==> config.mk <==
export PLATFORM = sky130hd
export DESIGN_NAME = sync_fifo_prog
export DESIGN_NICKNAME = d
export VERILOG_FILES = /design/src/rtl/sync_fifo_prog.sv
export SDC_FILE = /design/constraint.sdc
export NUM_CORES = 1
export LEC_CHECK = 0
export CORE_MARGIN = 3
export CORE_UTILIZATION = 35
export CTS_BUF_LIST = sky130_fd_sc_hd__clkbuf_8 sky130_fd_sc_hd__clkbuf_16
export DETAILED_ROUTE_END_ITERATION = 10
export GPL_TIMING_DRIVEN = 0
export HOLD_SLACK_MARGIN = 0.05
export PLACE_DENSITY = 0.6
export SLEW_MARGIN = 5
export SYNTH_ARGS = -nofsm -noshare
export SYNTH_HDL_FRONTEND = slang
export SYNTH_SLANG_ARGS = --single-unit
==> constraint.sdc <==
create_clock -name clk_i -period 3.7 [get_ports clk_i]
set_clock_uncertainty 0.15 [all_clocks]
set_input_delay 0.555 -clock clk_i [delete_from_list [all_inputs] [get_ports clk_i]]
set_output_delay 0.555 -clock clk_i [all_outputs]
set_load 0.005 [all_outputs]
==> src/rtl/sync_fifo_prog.sv <==
// Single-clock FIFO with programmable almost-full/almost-empty thresholds,
// sticky overflow/underflow flags, synchronous flush and FWFT/registered read.
module sync_fifo_prog #(
   parameter int  DATA_WIDTH = 32,
   parameter int  DEPTH      = 16,
   parameter int  FWFT       = 1,
   parameter int  AF_THRESH  = DEPTH - 2,
   parameter int  AE_THRESH  = 2,
   localparam int ADDR_WIDTH = $clog2(DEPTH)
) (
   input  logic                  clk_i,
   input  logic                  rst_i,
   input  logic                  flush_i,
   input  logic                  clear_err_i,
   input  logic                  wr_en_i,
   input  logic [DATA_WIDTH-1:0] wr_data_i,
   output logic                  full_o,
   output logic                  almost_full_o,
   input  logic                  rd_en_i,
   output logic [DATA_WIDTH-1:0] rd_data_o,
   output logic                  rd_valid_o,
   output logic                  empty_o,
   output logic                  almost_empty_o,
   output logic [ADDR_WIDTH:0]   level_o,
   output logic                  overflow_o,
   output logic                  underflow_o
);

   localparam logic [ADDR_WIDTH:0]   DEPTH_L = (ADDR_WIDTH+1)'(DEPTH);
   localparam logic [ADDR_WIDTH:0]   AF_L    = (ADDR_WIDTH+1)'(AF_THRESH);
   localparam logic [ADDR_WIDTH:0]   AE_L    = (ADDR_WIDTH+1)'(AE_THRESH);
   localparam logic [ADDR_WIDTH:0]   LVL_ONE = (ADDR_WIDTH+1)'(1);
   localparam logic [ADDR_WIDTH-1:0] PTR_ONE = ADDR_WIDTH'(1);

   logic [DATA_WIDTH-1:0] mem_q [DEPTH];
   logic [ADDR_WIDTH-1:0] wr_ptr_q, wr_ptr_d, rd_ptr_q, rd_ptr_d;
   logic [ADDR_WIDTH:0]   level_q, level_d;
   logic                  ovf_q, ovf_d, unf_q, unf_d;
   logic                  wr_acc, rd_acc;

   // Status is decoded from the registered level only; no enable feeds a flag.
   assign full_o         = (level_q == DEPTH_L);
   assign empty_o        = (level_q == '0);
   assign almost_full_o  = (level_q >= AF_L);
   assign almost_empty_o = (level_q <= AE_L);
   assign level_o        = level_q;
   assign overflow_o     = ovf_q;
   assign underflow_o    = unf_q;

   assign wr_acc = wr_en_i && !full_o  && !flush_i;
   assign rd_acc = rd_en_i && !empty_o && !flush_i;

   always_comb begin
      wr_ptr_d = wr_ptr_q;
      rd_ptr_d = rd_ptr_q;
      level_d  = level_q;
      if (flush_i) begin
         wr_ptr_d = '0;
         rd_ptr_d = '0;
         level_d  = '0;
      end else begin
         if (wr_acc) wr_ptr_d = wr_ptr_q + PTR_ONE;
         if (rd_acc) rd_ptr_d = rd_ptr_q + PTR_ONE;
         case ({wr_acc, rd_acc})
            2'b10:   level_d = level_q + LVL_ONE;
            2'b01:   level_d = level_q - LVL_ONE;
            default: level_d = level_q;
         endcase
      end
      // A new error in the same cycle as clear_err wins.
      ovf_d = clear_err_i ? 1'b0 : ovf_q;
      unf_d = clear_err_i ? 1'b0 : unf_q;
      if (wr_en_i && full_o  && !flush_i) ovf_d = 1'b1;
      if (rd_en_i && empty_o && !flush_i) unf_d = 1'b1;
   end

   always_ff @(posedge clk_i) begin
      if (rst_i) begin
         wr_ptr_q <= '0;
         rd_ptr_q <= '0;
         level_q  <= '0;
         ovf_q    <= 1'b0;
         unf_q    <= 1'b0;
      end else begin
         wr_ptr_q <= wr_ptr_d;
         rd_ptr_q <= rd_ptr_d;
         level_q  <= level_d;
         ovf_q    <= ovf_d;
         unf_q    <= unf_d;
      end
   end

   always_ff @(posedge clk_i) begin
      if (wr_acc && !rst_i) mem_q[wr_ptr_q] <= wr_data_i;
   end

   if (FWFT != 0) begin : g_fwft
      // Gate with empty so the unreset storage never shows up on rd_data.
      assign rd_data_o  = empty_o ? '0 : mem_q[rd_ptr_q];
      assign rd_valid_o = !empty_o;
   end else begin : g_reg
      logic [DATA_WIDTH-1:0] rd_data_q;
      logic                  rd_valid_q;

      always_ff @(posedge clk_i) begin
         if (rst_i) begin
            rd_data_q  <= '0;
            rd_valid_q <= 1'b0;
         end else if (flush_i) begin
            rd_valid_q <= 1'b0;
         end else begin
            rd_valid_q <= rd_acc;
            if (rd_acc) rd_data_q <= mem_q[rd_ptr_q];
         end
      end

      assign rd_data_o  = rd_data_q;
      assign rd_valid_o = rd_valid_q;
   end

endmodule

**Word-level counts from Yosys, hierarchy flattened**

Memory sizes are Yosys's and may differ from the RTL's. A register that Yosys moved wholly into a read port is not among the register bits.
Index checks and enable logic that the tools add are counted.
W data, S select, Z words.

- Output and inout port bits: 44
- Bits in read-only memories: 0
- Memories kept: 1
- Bits of input ports: 38
- Register bits: 15
- RAM bits: 512
- Logic and storage cells: 42
- Bits in latches: 0

Memories:

| name | words | bits a word | read ports | clocked after Yosys merged registers in | write ports | RTL line | source |
|---|---|---|---|---|---|---|---|
| mem_q | 16 | 32 | 1 | 1 | 1 | 35 | `logic [DATA_WIDTH-1:0] mem_q [DEPTH];` |

- Bitwise operators: 0
- Add/sub/neg operators: 4
- Shift-type cells: 0
- Multiplexer cells: 9
- Multipliers: 0
- Order comparisons: 2
- Divide/modulo/power cells: 0
- Reduce and logical (&&, ||, !) cells: 18
- Equal/unequal tests: 3

Operators by type and width:

| cell | count |
|---|---|
| $mux W32 | 1 |
| $pmux W5 S2 | 1 |
| $logic_and A1 B1 Y1 | 9 |
| $add A4 B1 Y4 const B | 2 |
| $mux W4 | 2 |
| $reduce_bool A2 Y1 | 3 |
| $add A5 B1 Y5 const B | 1 |
| $eq A5 B5 Y1 const B | 1 |
| $ge A5 B4 Y1 const B | 1 |
| $le A5 B2 Y1 const B | 1 |
| $logic_not A5 Y1 | 1 |
| $mux W1 | 5 |
| $sub A5 B1 Y5 const B | 1 |
| $logic_not A1 Y1 | 4 |
| $eq A2 B1 Y1 const B | 1 |
| $eq A2 B2 Y1 const B | 1 |
| $reduce_or A2 Y1 | 1 |

**Longest topological paths before layout**

- Depth after elaboration: 7
- Gate-level depth with buffers: 12
- Mapped depth without buffers: 10

**Worst setup path after synthesis**

No wires, ideal clock.

- Kind: input port to flip-flop
- Start: in flush_i
- End: mem mem_q[12][0], enable pin
- Cell stages on the path: 4
- Path slack: 523 ps
- Path buffers: 0
- Data required time: 3,129 ps
- Arrival: 2,606 ps
- Cells stage by stage: nand2b_1 > a21oi_1 > nand2_1 > nor2_1

- Cells in the longest elaborated chain, start to end: 5

RTL lines:

| what | RTL line | source |
|---|---|---|
| from (decl) | 13 | `input logic flush_i,` |
| $logic_not A1 Y1 | 50 | `assign wr_acc = wr_en_i && !full_o && !flush_i;` |
| $logic_and A1 B1 Y1 | 50 |  |
| $logic_and A1 B1 Y1 | 94 | `if (wr_acc && !rst_i) mem_q[wr_ptr_q] <= wr_data_i;` |
| $mux W1 | 94 |  |
| $mux W1 (implied by the code) | 94 |  |
| to (decl) | 35 |  |

Every way passes these cells.

==> summary.md <==
| Metric | Value |
|---|---|
| Hold Slack | 360 ps |
| Slew headroom | 0.402 |
| Fin. Hold Viols | 0 |
| CTS HTree Levels | 2 |
| First-pass GRT wire length | 66900 um |
| VDD IR max | 0.000332 V |
| Worst setup path category | flip-flop to output port |
| Dpl hpwl | 28100 um |
| Slew Viols, Final | 0 |
| CTS tree | built |
| CP startpoint kind | flip-flop |
| CTS Buf Count | 51 |
| Reg-to-Reg End | level_o[2]$_SDFFE_PP0P_ |
| Routed WL | 44700 um |
| Max_cap viols | 0 |
| Final period util | 0.977 |
| Required @ worst endpoint | 2990 ps |
| Sequential area share after synthesis | 0.769 |
| Total Routing Usage GR | 0.149 |
| Layout cells sized above 1 | 0.260 |
| Post-Syn Area per Cell | 22.2 um^2 |
| Met1 global-route usage | 0.212 |
| Yosys reg bits | 531 |
| # IOs | 82 |
| Syn_nets | 968 |
| Hold Crit Depth | 2 |
| Global route hottest layer | met2 |
| TritonRoute pass-1 iters | 5 |
| Starting Density | 0.355 |
| Worst hold start | rd_ptr_q[1]$_SDFFE_PP0P_ |
| Lkg Pwr | 7.39 nW |
| Syn Std Cell Area | 20500 um^2 |
| CP Max Fanout | 10 |
| Initial antenna violation count | 2 |
| Commonest non-fill, non-tap cell in the layout | edfxtp_1 |
| Layout fillers | 5014 |
| Drt wl/cell | 23.8 um |
| Crit path to | rd_data_o[5] |
| FF-to-FF Start | level_o[1]$_SDFFE_PP0P_ |
| Outcome | finished, final reports clean |
| Gr ovfl total | 0 |
| Area grow syn2layout | 19.6% |
| DR vias | 9697 |
| Post-layout util | 0.424 |
| Most frequent cells in the layout | edfxtp_1 (512), mux4_2 (128), clkdlybuf4s50_1 (81) |
| DRT iter0 DRCs | 912 |
| Worst-path clk slew | 60 ps |
| Port bufs | 81 |
| RSZ-0062 raised after global routing | yes |
| Final ANT Viol Nets | 0 |
| Crit path time final | 3610 ps |
| Fmax | 0.277 GHz |
| Worst R2R Path Depth | 11 |
| Clock sinks | 531 |
| Clock Latency Late Sink | 590 ps |
| Pre-CTS setup slack | 94.9 ps |
| Final Worst Setup Slack | 85.7 ps |
| Nets | 1118 |
| Die X | 248 um |
| Setup bufs post-CTS | 0 |
| Final Setup Violations | 0 |
| GR Util met3 | 0.0257 |
| Worst Max-Slew Pin Slew | 896 ps |
| Netlist cell types | 44 |
| Flop2flop setup slack | 530 ps |
| DR DRC count | 0 |
| Row count | 88 |
| Vias in the first global route | 10.2k |
| CP arrival | 2910 ps |
| Crit path capture type | output port |
| Clock Path Buffers | 3 |
| CTS Root Cell | clkbuf_16 |
| Die H | 248 um |
| DR vias/cell | 5.17 |
| Hold Path Class | flip-flop to flip-flop |
| Core Box Area | 57800 um^2 |
| RD Place Congestion | 0.697 |
| P per Cell Area | 484 nW/um^2 |
| Die area | 61500 um^2 |
| Yosys warns | 0 |
| M2 GR Usage | 0.236 |
| Largest net degree at the start of global routing | 20 |
| Syn Inst Count | 922 |
| # hold bufs at CTS | 0 |
[worst min-delay path by stage]
stage | to | slack, ps
2_1_floorplan | flip-flop | 330
6_report | rd_ptr_q[1]$_SDFFE_PP0P_ | 360
4_1_cts | rd_ptr_q[1]$_SDFFE_PP0P_ | 360
5_1_grt | overflow_o$_SDFFE_PP0P_ | 420
3_5_place_dp | rd_ptr_q[1]$_SDFFE_PP0P_ | 350
3_3_place_gp | rd_ptr_q[1]$_SDFFE_PP0P_ | 340
[power breakdown]
group / internal [mW] / switching, mW / leakage (nW)
clock network: 2.85 / 2.16 / 0.817
logic: 0.104 / 0.153 / 1.81
registers: 6.60 / 0.00537 / 4.76
[critical path: stages (launching register included)]
cell	delay (ps)
dfxtp_1	400
buf_2	300
buf_2	400
mux4_2	370
mux2i_1	190
o22ai_1	170
clkdlybuf4s50_1	480
[routing by layer]
metal  up-vias  part of all wire  wire length, um
met2       266              0.47            21100
met4         2             0.023             1010
met5         -           0.00020                9
met3        65             0.054             2410
li1       4183                 -                -
met1      5181              0.45            20100
[synthesized netlist by cell type (all sizes together)]
master     n  area [um^2]
nor2      32          120
nor3       4         20.0
o311ai     1         8.76
edfxtp   512        15400
inv        8         30.0
and4bb     1         12.5
a22oi      2         15.0
dfxtp     19          380
a21o       2         15.0
nand2b     3         18.8
nor3b      1         7.51
o21ai      1         16.3
or2        1         6.26
a21oi      3         15.0
o21a       4         31.3
o41ai      1         8.76
o211ai     2         33.8
nand2     12         45.0
o22ai     32          200
clkbuf     8         30.0
ha         8          100
o2111ai    1         8.76
nor2b      2         12.5
xor2       5         43.8
or4        1         11.3
a211oi     3         22.5
a2111oi    2         17.5
a32oi      1         8.76
mux4     128         2880
nand3      6         30.0
nor4       1         12.5
or3        1         6.26
buf       39          213
and3b      1         8.76
xnor2      2         17.5
and3       1         6.26
mux2i     68          681
nor4bb     1         10.0
nand3b     2         15.0
[final cells by class]
cell class / instances / area (um^2) / area share
Antenna cell: 1 / 2.50 / 0.000102
Timing Repair Buffer: 97 / 1220 / 0.0498
Multi-Input combinational cell: 336 / 4620 / 0.188
Clock inverter: 38 / 317 / 0.0129
Clock buffer: 51 / 1280 / 0.0520
Inverter: 8 / 30.0 / 0.00122
Sequential cell: 531 / 15800 / 0.642
Buffer: 47 / 347 / 0.0141
Tap cell: 765 / 957 / 0.0390
[registers in the layout, indices dropped and copies added (netlist names), named ones only]
register     flops
wr_ptr_q         4
underflow_o      1
overflow_o       1
level_o          5
rd_ptr_q         4
mem_q          512
[per-stage QoR]
stage	power (mW)	cells	area, um^2	TNS (ps)
final	11.9	1874	24500	0
after global routing	12.2	1873	24500	-85.6
after CTS	12.0	1873	24500	0
after detailed placement	6.99	1784	22800	0
after global placement	6.97	1768	22300	-855440
after floorplan	6.81	922	20500	0
[cell families (layout without fill, tap and decap cells)]
family | Yosys count | in the layout | synth area share
flip-flops | 531 | 531 | 0.769
AND/OR/NAND/NOR | 70 | 70 | 0.0167
XOR/XNOR | 7 | 7 | 0.00299
multiplexers | 196 | 196 | 0.174
AO/OA/AOI/OAI | 55 | 55 | 0.0196
adder cells (fa/ha/maj) | 8 | 8 | 0.00488
buffers and inverters | 55 | 241 | 0.0133
other | 0 | 1 | 0
[repair_timing]
item,in CTS,in global routing
endpoints found under the setup margin,32,31
gates resized for setup,53,13
pin swaps,0,0
hold endpoints to repair,0,0
No activity file was read; power rests on OpenSTA's default activity.
